==> src/rtl/vend_pkg.sv <==
// Shared types for the vending dispense stage: change codes, request record, FSM states.
package vend_pkg;

    localparam logic [1:0] CHG_NONE = 2'b00;
    localparam logic [1:0] CHG_10   = 2'b01;
    localparam logic [1:0] CHG_20   = 2'b10;
    localparam logic [1:0] CHG_RSV  = 2'b11;

    typedef struct packed {
        logic       item;
        logic [1:0] change;
    } disp_req_t;

    typedef enum logic [2:0] {
        StIdle,
        StItemFire,
        StItemWait,
        StCoinFire,
        StCoinWait,
        StFault
    } disp_state_e;

    // Number of 10tk coins to eject for a change code.
    function automatic logic [1:0] coins_for(input logic [1:0] change);
        logic [1:0] n;
        case (change)
            CHG_10:  n = 2'd1;
            CHG_20:  n = 2'd2;
            default: n = 2'd0;
        endcase
        return n;
    endfunction

endpackage

==> src/rtl/vend_disp_fifo.sv <==
// Two-entry request buffer between the request interface and the dispense FSM.
module vend_disp_fifo
    import vend_pkg::*;
(
    input  logic      clk,
    input  logic      res,
    input  logic      push,
    input  logic      pop,
    input  logic      flush,
    input  disp_req_t din,
    output disp_req_t dout,
    output logic      full,
    output logic      empty
);

    disp_req_t  mem_q [2];
    logic       wr_ptr_q;
    logic       rd_ptr_q;
    logic [1:0] count_q;
    logic       do_push;
    logic       do_pop;

    assign full    = (count_q == 2'd2);
    assign empty   = (count_q == 2'd0);
    assign do_push = push && !full;
    assign do_pop  = pop && !empty;
    assign dout    = mem_q[rd_ptr_q];

    // Storage, pointers and occupancy; flush discards everything queued.
    always_ff @(posedge clk or negedge res) begin
        if (!res) begin
            mem_q[0] <= '0;
            mem_q[1] <= '0;
            wr_ptr_q <= 1'b0;
            rd_ptr_q <= 1'b0;
            count_q  <= 2'd0;
        end else if (flush) begin
            wr_ptr_q <= 1'b0;
            rd_ptr_q <= 1'b0;
            count_q  <= 2'd0;
        end else begin
            if (do_push) begin
                mem_q[wr_ptr_q] <= din;
                wr_ptr_q        <= ~wr_ptr_q;
            end
            if (do_pop) begin
                rd_ptr_q <= ~rd_ptr_q;
            end
            if (do_push && !do_pop) begin
                count_q <= count_q + 2'd1;
            end else if (!do_push && do_pop) begin
                count_q <= count_q - 2'd1;
            end
        end
    end

endmodule

==> src/rtl/vend_dispense.sv <==
// Dispense sequencer: buffers requests and fires the solenoid / coin hopper one actuation at
// a time, each confirmed by its drop sensor, with a sticky fault on a missed drop.
module vend_dispense
    import vend_pkg::*;
#(
    parameter int unsigned PULSE_CYC   = 4,
    parameter int unsigned TIMEOUT_CYC = 1000
) (
    input  logic       clk,
    input  logic       res,
    input  logic       req_valid,
    input  logic       req_item,
    input  logic [1:0] req_change,
    output logic       req_ready,
    input  logic       item_drop,
    input  logic       coin_drop,
    input  logic       fault_clr,
    output logic       sol_pulse,
    output logic       coin_pulse,
    output logic       busy,
    output logic       fault
);

    localparam int unsigned   PW          = $clog2(PULSE_CYC + 1);
    localparam int unsigned   TW          = $clog2(TIMEOUT_CYC + 1);
    localparam logic [PW-1:0] PulseLast   = PW'(PULSE_CYC - 1);
    localparam logic [TW-1:0] TimeoutLast = TW'(TIMEOUT_CYC - 1);

    disp_state_e   state_q, state_d;
    logic [PW-1:0] pulse_cnt_q, pulse_cnt_d;
    logic [TW-1:0] tmo_cnt_q, tmo_cnt_d;
    logic [1:0]    coins_q, coins_d;
    // Drop already seen during FIRE; the following WAIT cycle just retires it.
    logic          done_q, done_d;

    disp_req_t req_in;
    disp_req_t head;
    logic      push;
    logic      pop;
    logic      flush;
    logic      full;
    logic      empty;

    // Reserved change code behaves as "no change".
    always_comb begin
        req_in.item   = req_item;
        req_in.change = (req_change == CHG_RSV) ? CHG_NONE : req_change;
    end

    // Requests that would dispense nothing never enter the buffer.
    assign push      = req_valid && !full && (req_in.item || (req_in.change != CHG_NONE));
    assign req_ready = !full;
    assign busy      = (state_q != StIdle) || !empty;
    assign fault     = (state_q == StFault);

    vend_disp_fifo u_fifo (
        .clk   (clk),
        .res   (res),
        .push  (push),
        .pop   (pop),
        .flush (flush),
        .din   (req_in),
        .dout  (head),
        .full  (full),
        .empty (empty)
    );

    // Next state, counters and actuator drives.
    always_comb begin
        state_d     = state_q;
        pulse_cnt_d = pulse_cnt_q;
        tmo_cnt_d   = tmo_cnt_q;
        coins_d     = coins_q;
        done_d      = done_q;
        pop         = 1'b0;
        flush       = 1'b0;
        sol_pulse   = 1'b0;
        coin_pulse  = 1'b0;
        unique case (state_q)
            StIdle: begin
                if (!empty) begin
                    pop         = 1'b1;
                    coins_d     = coins_for(head.change);
                    pulse_cnt_d = '0;
                    tmo_cnt_d   = '0;
                    done_d      = 1'b0;
                    state_d     = head.item ? StItemFire : StCoinFire;
                end
            end
            StItemFire: begin
                sol_pulse   = 1'b1;
                pulse_cnt_d = pulse_cnt_q + PW'(1);
                tmo_cnt_d   = tmo_cnt_q + TW'(1);
                if (item_drop) begin
                    done_d  = 1'b1;
                    state_d = StItemWait;
                end else if (pulse_cnt_q == PulseLast) begin
                    state_d = StItemWait;
                end
            end
            StItemWait: begin
                tmo_cnt_d = tmo_cnt_q + TW'(1);
                if (done_q || item_drop) begin
                    done_d      = 1'b0;
                    pulse_cnt_d = '0;
                    tmo_cnt_d   = '0;
                    state_d     = (coins_q != 2'd0) ? StCoinFire : StIdle;
                end else if (tmo_cnt_q == TimeoutLast) begin
                    state_d = StFault;
                end
            end
            StCoinFire: begin
                coin_pulse  = 1'b1;
                pulse_cnt_d = pulse_cnt_q + PW'(1);
                tmo_cnt_d   = tmo_cnt_q + TW'(1);
                if (coin_drop) begin
                    coins_d = coins_q - 2'd1;
                    done_d  = 1'b1;
                    state_d = StCoinWait;
                end else if (pulse_cnt_q == PulseLast) begin
                    state_d = StCoinWait;
                end
            end
            StCoinWait: begin
                tmo_cnt_d = tmo_cnt_q + TW'(1);
                if (done_q || coin_drop) begin
                    if (!done_q) begin
                        coins_d = coins_q - 2'd1;
                    end
                    done_d      = 1'b0;
                    pulse_cnt_d = '0;
                    tmo_cnt_d   = '0;
                    state_d     = (coins_d != 2'd0) ? StCoinFire : StIdle;
                end else if (tmo_cnt_q == TimeoutLast) begin
                    state_d = StFault;
                end
            end
            StFault: begin
                if (fault_clr) begin
                    flush   = 1'b1;
                    state_d = StIdle;
                end
            end
            default: begin
                state_d = StIdle;
            end
        endcase
    end

    // State and counter registers.
    always_ff @(posedge clk or negedge res) begin
        if (!res) begin
            state_q     <= StIdle;
            pulse_cnt_q <= '0;
            tmo_cnt_q   <= '0;
            coins_q     <= 2'd0;
            done_q      <= 1'b0;
        end else begin
            state_q     <= state_d;
            pulse_cnt_q <= pulse_cnt_d;
            tmo_cnt_q   <= tmo_cnt_d;
            coins_q     <= coins_d;
            done_q      <= done_d;
        end
    end

endmodule

==> config.mk <==
export PLATFORM = sky130hd
export DESIGN_NAME = vend_dispense
export DESIGN_NICKNAME = d
export VERILOG_FILES = /design/src/rtl/vend_pkg.sv /design/src/rtl/vend_disp_fifo.sv /design/src/rtl/vend_dispense.sv
export SDC_FILE = /design/constraint.sdc
export NUM_CORES = 1
export LEC_CHECK = 0
export BUFFER_PORTS_ARGS = -buffer_cell sky130_fd_sc_hd__buf_4
export CAP_MARGIN = 20
export CORE_MARGIN = 3
export CORE_UTILIZATION = 50
export DETAILED_ROUTE_END_ITERATION = 10
export PLACE_DENSITY = 0.66
export SLEW_MARGIN = 30
export SYNTH_ARGS = -nofsm -noshare
export SYNTH_HDL_FRONTEND = slang
export SYNTH_SLANG_ARGS = --single-unit
==> constraint.sdc <==
create_clock -name clk -period 2.8 [get_ports clk]
set_input_delay 0.14 -clock clk [delete_from_list [all_inputs] [get_ports clk]]
set_output_delay 0.14 -clock clk [all_outputs]
set_load 0.01 [all_outputs]
==> results.md, run 1 <==
- RR Startpoint: state_q[0]$_DFFE_PN0P_
- HPWL Detailed: 2930 um
- Vias in the first global route: about 1500
- Initial DRC Count: roughly 130
- IO Pins: 14
- Slowest Stage Delay on Critical Path: about 0.58 ns
- Core Footprint: roughly 3400 um2
- Comb power frac: between 40% and 50%
- Die Y: 66.9 um
- Initial antenna violation count: 0
- Layout net count: between 200 and 250
- Power density cells: 1020 nW/um2
- Final instance area: 2060 um2
- Mapped Nets: 211
- Slew Limit Fails: 0
- CP Max Fanout: 19
- Worst flop-to-flop path endpoint: state_q[0]$_DFFE_PN0P_
- Grt total ovfl: 0
- Seq/Total Area, Yosys: 39.2%
- CTS tree: built
- First-pass GRT wire length: approximately 6700 um
- Vias per cell: 6.17
- Global Route Usage Sum: 20.3%
- Final setup vio count: 0
- Gp weighted congestion: 0.892
- Cell-internal power: 1200 uW
- Synth top area share: 39.2%
- Reg2Reg Setup Slack: 0.71 ns
- FILL cells: 314
- Maximum VDD drop: around 0.00042 V
- Fin crit period: 2.09 ns
- Clock Sinks: 29
- Hold path cells: 2
- Kind of critical path: reg2out
- Clock Path Buffers: 2
- Hold_ws: 0.117 ns
- Mapped Area: 1850 um2
- Worst Hold Class: in2reg
- Net Sw Power: 895 uW
- Reg power frac: 36.8%
- Top_reg_cell synth: dfrtp_1
- Largest net degree at the start of global routing: 30
- WL final: 4070 um
- Port Buffer Count: 13
- Highest Clock Rate: 0.478 GHz
- Setup_tns: 0 ns
- Area of placed instances: just under 2000 um2
- Routed Antenna Nets: 0
- Fraction of layout cells with a size suffix above 1: 18.3%
- Leakage power: between 0.0008 and 0.0009 uW
- Clock Power Share: 16.0%
- Max_cap viols: 0
- Postcts setup bufs: 0
- Clk_lat worst skew: about 0.28 ns
- EDFF count, synth: 0
- Post-synth cell types: 56
- Status: complete, no violations
- CP endpoint kind: output port
- Antenna cells: 0
- Startpoint Class: flop
- Router iterations before antenna repair: 5
- Remaining DRCs: 0
- Area grow syn2layout: 10.9%
- Crit path arrival time: 1.95 ns
- H-tree Lvls: 2
- Via count: 1568
- Area leader, netlist: dfrtp_1
- Die area: 4470 um2
- Synth area leaders: dfrtp_1 39%, mux2_2 4.9%, ha_1 4.1%, nor2_1 3.2%, a21oi_1 2.7%
- Async set or reset register ratio after synthesis: 100%
- Yosys warning total: 0
- Switching Fraction: 42.6%
- CTS Buf Count: 5
- Syn Inst Count: 196
- Fin Clk Skew: around 0.0026 ns
- Critical path required time: 2.66 ns
- CP top delay family: simple AND/OR/NAND/NOR gates
- HP Start: req_item
- Die width: 66.9 um
- RSZ-0062 raised after global routing: no
- DP Worst Slack: 0.797 ns
- Final worst slack: 0.708 ns
- Root buf cell: clkbuf_8
- Hold EP: u_fifo.mem_q[5]$_DFFE_PN0P_
- Slowest cell on crit path: dfrtp_1
- Final Cycle Share: 74.7%
- FF-to-FF path depth: 5
- Reg clk slew, reported paths: roughly 0.07 ns
- FF+latch count, synth: 29
- Worst path bufs/invs: 2
- Synth Area per Inst: 9.45 um2
- WL/cell: about 16 um
- Crit path cell chain: or3_1, nor3_2, inv_1, buf_4
- Slew Limit Headroom: 60.7%
- Starting density of the core: 53.8%
- Rows: 21
- Slew @ Worst Pin: 0.586 ns
- Final Hold Viols: 0
==> flip-flops by register name, indices dropped and copies added (netlist names) <==
name,count
u_fifo.rd_ptr_q,1
coins_q,2
u_fifo.mem_q,6
state_q,3
u_fifo.count_q,2
done_q,1
u_fifo.wr_ptr_q,1
tmo_cnt_q,10
pulse_cnt_q,3
==> layout make-up <==
class	instances	area, um2	area share (%)
clock inverter	3	17.5	0.852
clock buffer	5	68.8	3.35
multi-input combinational	145	1030	50.1
tap	46	57.6	2.80
sequential	29	726	35.3
inverter	11	41.3	2.01
timing repair buffer	15	115	5.60
==> routing by layer <==
layer  GRT usage [%]  share of wire [%]
met1            25.1                 46
met2            32.4                 47
met5               0                  0
met3            4.72                4.0
met4            10.9                2.9
==> logic make-up (layout without fill, tap and decap cells) <==
logic type      after synthesis  after routing  synth area share (%)
buf+inv                      22             34                  5.27
mux                          10             10                  5.94
fa+ha+maj                     6              6                  4.05
flops                        29             29                  39.2
xor+xnor                      3              3                  1.42
compound gates               58             58                  23.6
simple gates                 68             68                  20.6
==> worst max path at each step <==
stage	startpoint	to	slack [ns]	depth (start not counted)
after floorplan	done_q$_DFFE_PN0P_	state_q[1]$_DFFE_PN0P_	1.19	4
after global placement	state_q[0]$_DFFE_PN0P_	state_q[0]$_DFFE_PN0P_	0.85	5
after detailed placement	state_q[0]$_DFFE_PN0P_	state_q[0]$_DFFE_PN0P_	0.80	5
after CTS	state_q[0]$_DFFE_PN0P_	busy	0.73	4
after global routing	state_q[0]$_DFFE_PN0P_	state_q[0]$_DFFE_PN0P_	0.59	5
final	state_q[0]$_DFFE_PN0P_	busy	0.71	4
==> cell usage after synthesis, drive strengths merged (4+ instances only) <==
cell type  number
nand2          11
a21oi          10
o21ai           8
ha              6
nor2           16
nand3           4
a31oi           6
clkbuf          4
inv            11
and3            4
nor3            6
buf             7
dfrtp          29
mux2            8
nand2b          7
==> metrics by stage <==
step	power [uW]	utilization (%)	cells
final	2100	59.7	254
after global routing	2270	59.7	254
after CTS	2110	59.7	254
after detailed placement	1760	56.9	245
after global placement	1730	56.9	245
after floorplan	1530	-	196
==> power groups by stage <==
stage                     combinational, uW  clock [uW]  sequential, uW
after floorplan                         856           0             670
after CTS                               996         349             767
after detailed placement                984           0             775
after global placement                  962           0             766
final                                   991         336             772
after global routing                   1100         371             800
==> what timing repair did <==
action                    4_1_cts  5_1_grt
gates resized for setup         0        0
hold endpoints to repair       29        0
hold buffers                    1        0
==> layout by cell type (no fill, tap or decap), types with 3 or more instances in the layout <==
cell type | netlist | routed
a21oi_1 | 10 | 10
a22o_1 | 3 | 3
a31oi_1 | 6 | 6
and3_1 | 4 | 4
buf_4 | 0 | 14
clkbuf_8 | 0 | 5
dfrtp_1 | 29 | 29
ha_1 | 6 | 6
inv_1 | 11 | 11
mux2_2 | 8 | 8
nand2_1 | 11 | 11
nand2b_1 | 7 | 7
nand3_1 | 4 | 4
nor2_1 | 16 | 16
nor3_1 | 4 | 4
o211ai_1 | 3 | 3
o21ai_0 | 6 | 6
o31ai_1 | 3 | 3
o32ai_1 | 3 | 3
or3_1 | 3 | 3
xnor2_1 | 3 | 3
Note: power is estimated with default switching activity, not from simulation.
==> run 2, diff against run 1 <==
--- a/config.mk
+++ b/config.mk
@@ -10,7 +10,7 @@
 export CORE_MARGIN = 3
 export CORE_UTILIZATION = 50
 export DETAILED_ROUTE_END_ITERATION = 10
-export PLACE_DENSITY = 0.66
+export PLACE_DENSITY = 0.69
 export SLEW_MARGIN = 30
 export SYNTH_ARGS = -nofsm -noshare
 export SYNTH_HDL_FRONTEND = slang
==> constraint.sdc (replaced) <==
create_clock -name clk -period 1.7 [get_ports clk]
set_input_delay 0.085 -clock clk [delete_from_list [all_inputs] [get_ports clk]]
set_output_delay 0.085 -clock clk [all_outputs]
set_load 0.01 [all_outputs]
==> run 2 against run 1 <==
Sequential share of layout area is 5.9 points lower. Global-route usage grew 3.7 points. Setup slack got worse by 0.70 ns. Clock power is 120% higher. Utilization rose by 12 points. Non-clock buffer count up 34. Routed wire length grew 20%. Sequential power up 55%. Final cell count rose by 13%. Register-to-register slack worse by 0.66 ns. Highest routed layer unchanged. First-iteration DRC count increased by 3.9%. Via count up 12%.
==> results.md, run 2 (same netlist as run 1, synthesis figures left out) <==
- Clock Sinks: 29
- Most common cell after layout, fill and taps aside: buf_4
- Antenna cells: 0
- RSZ-0062 raised after global routing: yes
- IO Pins: 14
- Placed Cells: 271
- Grt total ovfl: 0
- Clk_lat worst skew: 0.29 ns
- WL final: 4890 um
- Gp weighted congestion: 0.872
- Layout net count: 256
- Max reg flops: 10
- CP endpoint kind: output port
- Status: complete, no violations
- Clock Path Buffers: 2
- Maximum VDD drop: 0.000930 V
- Cell-internal power: 2780 uW
- Vias per cell: 6.10
- Leakage power: roughly 0.0011 uW
- CTS Buf Count: 5
- Vias in the first global route: between 1500 and 2000
- Final Cycle Share: approximately 100%
- First-pass GRT wire length: about 8000 um
- Slowest cell on crit path: dfrtp_2
- HP Start: req_item
- Slew Limit Headroom: 70.3%
- Startpoint Class: flop
- Starting density of the core: 53.8%
- Core Footprint: 3440 um2
- Worst flop-to-flop path endpoint: u_fifo.count_q[0]$_DFFE_PN0P_
- Die width: 66.9 um
- Setup crit start: state_q[1]$_DFFE_PN0P_
- Area of placed instances: roughly 2200 um2
- Largest net degree at the start of global routing: 30
- Reg power frac: 26.4%
- Port Buffer Count: 13
- Global Route Usage Sum: 24.0%
- RR Startpoint: state_q[1]$_DFFE_PN0P_
- Highest Clock Rate: 0.592 GHz
- Reg clk slew, reported paths: 0.07 ns
- Die Y: 66.9 um
- Area grow syn2layout: 33.9%
- Kind of critical path: reg2out
- FF-to-FF path depth: 6
- Largest regs: tmo_cnt_q x10, u_fifo.mem_q x6
- HPWL Detailed: around 3300 um
- Router iterations before antenna repair: 4
- Reg with most FFs: tmo_cnt_q
- Final Hold Viols: 0
- Slew @ Worst Pin: 0.441 ns
- Fraction of layout cells with a size suffix above 1: 37.2%
- Remaining DRCs: 0
- Routed Antenna Nets: 0
- Clock Power Share: roughly 17%
- Critical path required time: 1.62 ns
- Net Sw Power: 1780 uW
- Final setup vio count: 0
- Crit path cell chain: buf_6, or3_4, nor3_4, inv_2, buf_6
- CTS tree: built
- Slowest Stage Delay on Critical Path: 0.44 ns
- CP dominant cell by count: buf_6
- Initial antenna violation count: 0
- Slew Limit Fails: 0
- Hold path cells: 2
- Initial DRC Count: 134
- Power density cells: 1840 nW/um2
- WL/cell: 17.0 um
- Max_cap viols: 0
- Reg2Reg Setup Slack: 0.05 ns
- Finished Layout Cells: 288
- Fin Clk Skew: 0.00469 ns
- Comb power frac: 57.1%
- Root buf cell: clkbuf_8
- Fin crit period: 1.69 ns
- CP Max Fanout: 6
- Most frequent cells in the layout: 41 x buf_4, 26 x dfrtp_1, 16 x nor2_1
- Rows: 21
- H-tree Lvls: 2
- Crit path arrival time: 1.61 ns
- Hold EP: u_fifo.mem_q[5]$_DFFE_PN0P_
- Die area: about 4500 um2
- Final instance area: 2480 um2
- Worst Hold Class: in2reg
- Switching Fraction: about two fifths
- Via count: 1758
==> run 2: cell types whose count changed in the layout (fill, tap and decap cells not counted), moves of 3 or more <==
cell,previous run,this run
dfrtp_2,0,3
buf_4,14,41
dfrtp_1,29,26
buf_6,0,5
==> run 2: per-layer routing <==
layer | vias to the layer above | share of wire (%) | global-route usage, %
met1 | 864 | 42 | 28.0
li1 | 823 | - | -
met4 | 0 | 2.7 | 11.6
met2 | 62 | 51 | 40.7
met3 | 9 | 5.2 | 6.07
met5 | - | 0 | 0
==> run 2: final cells by class <==
| cell class | count | area [um2] |
|---|---|---|
| inverter | 11 | 41.3 |
| tap | 46 | 57.6 |
| fill | 248 | 961 |
| clock inverter | 2 | 37.5 |
| multi-input combinational | 145 | 1110 |
| clock buffer | 6 | 82.6 |
| timing repair buffer | 49 | 419 |
| sequential | 29 | 729 |
==> run 2: power by group through the flow <==
stage | combinational, uW | clock, uW | sequential, uW
2_1_floorplan | 1410 | 0 | 1100
3_3_place_gp | 1990 | 0 | 1160
3_5_place_dp | 2040 | 0 | 1180
4_1_cts | 2190 | 764 | 1180
5_1_grt | 2840 | 804 | 1240
6_report | 2600 | 753 | 1200
==> run 2: worst max path at each step <==
stage / end
floorplan: state_q[1]$_DFFE_PN0P_
global placement: tmo_cnt_q[8]$_DFFE_PN0P_
detailed placement: tmo_cnt_q[9]$_DFFE_PN0P_
CTS: busy
global route: busy
finish: busy
==> run 2: through the flow <==
stage	power [uW]	setup TNS [ns]	util, %	setup slack, ns	hold WS, ns
2_1_floorplan	2510	0	-	0.0909	-0.211
3_3_place_gp	3150	0	62.6	0.0286	0.0278
3_5_place_dp	3220	-0.000156	62.6	-0.000156	0.0301
4_1_cts	4130	-0.0309	67.5	-0.0268	0.0499
5_1_grt	4880	-0.0699	72.1	-0.0364	0.0553
6_report	4560	0	72.1	0.00963	0.0517
==> run 2: critical path: cells and delay by family, from the launching register on <==
kind	cells	cell delay (ns)
and+or+nand+nor	2	0.55
DFF	1	0.44
buffers and inverters	3	0.33
==> run 2: what timing repair did <==
action	4_1_cts	5_1_grt
cloned	0	1
endpoints found under the hold margin	29	0
resized for setup	4	25
endpoints found under the setup margin	7	19
buffers inserted	1	6
hold buffers	1	0
pin swaps	1	4
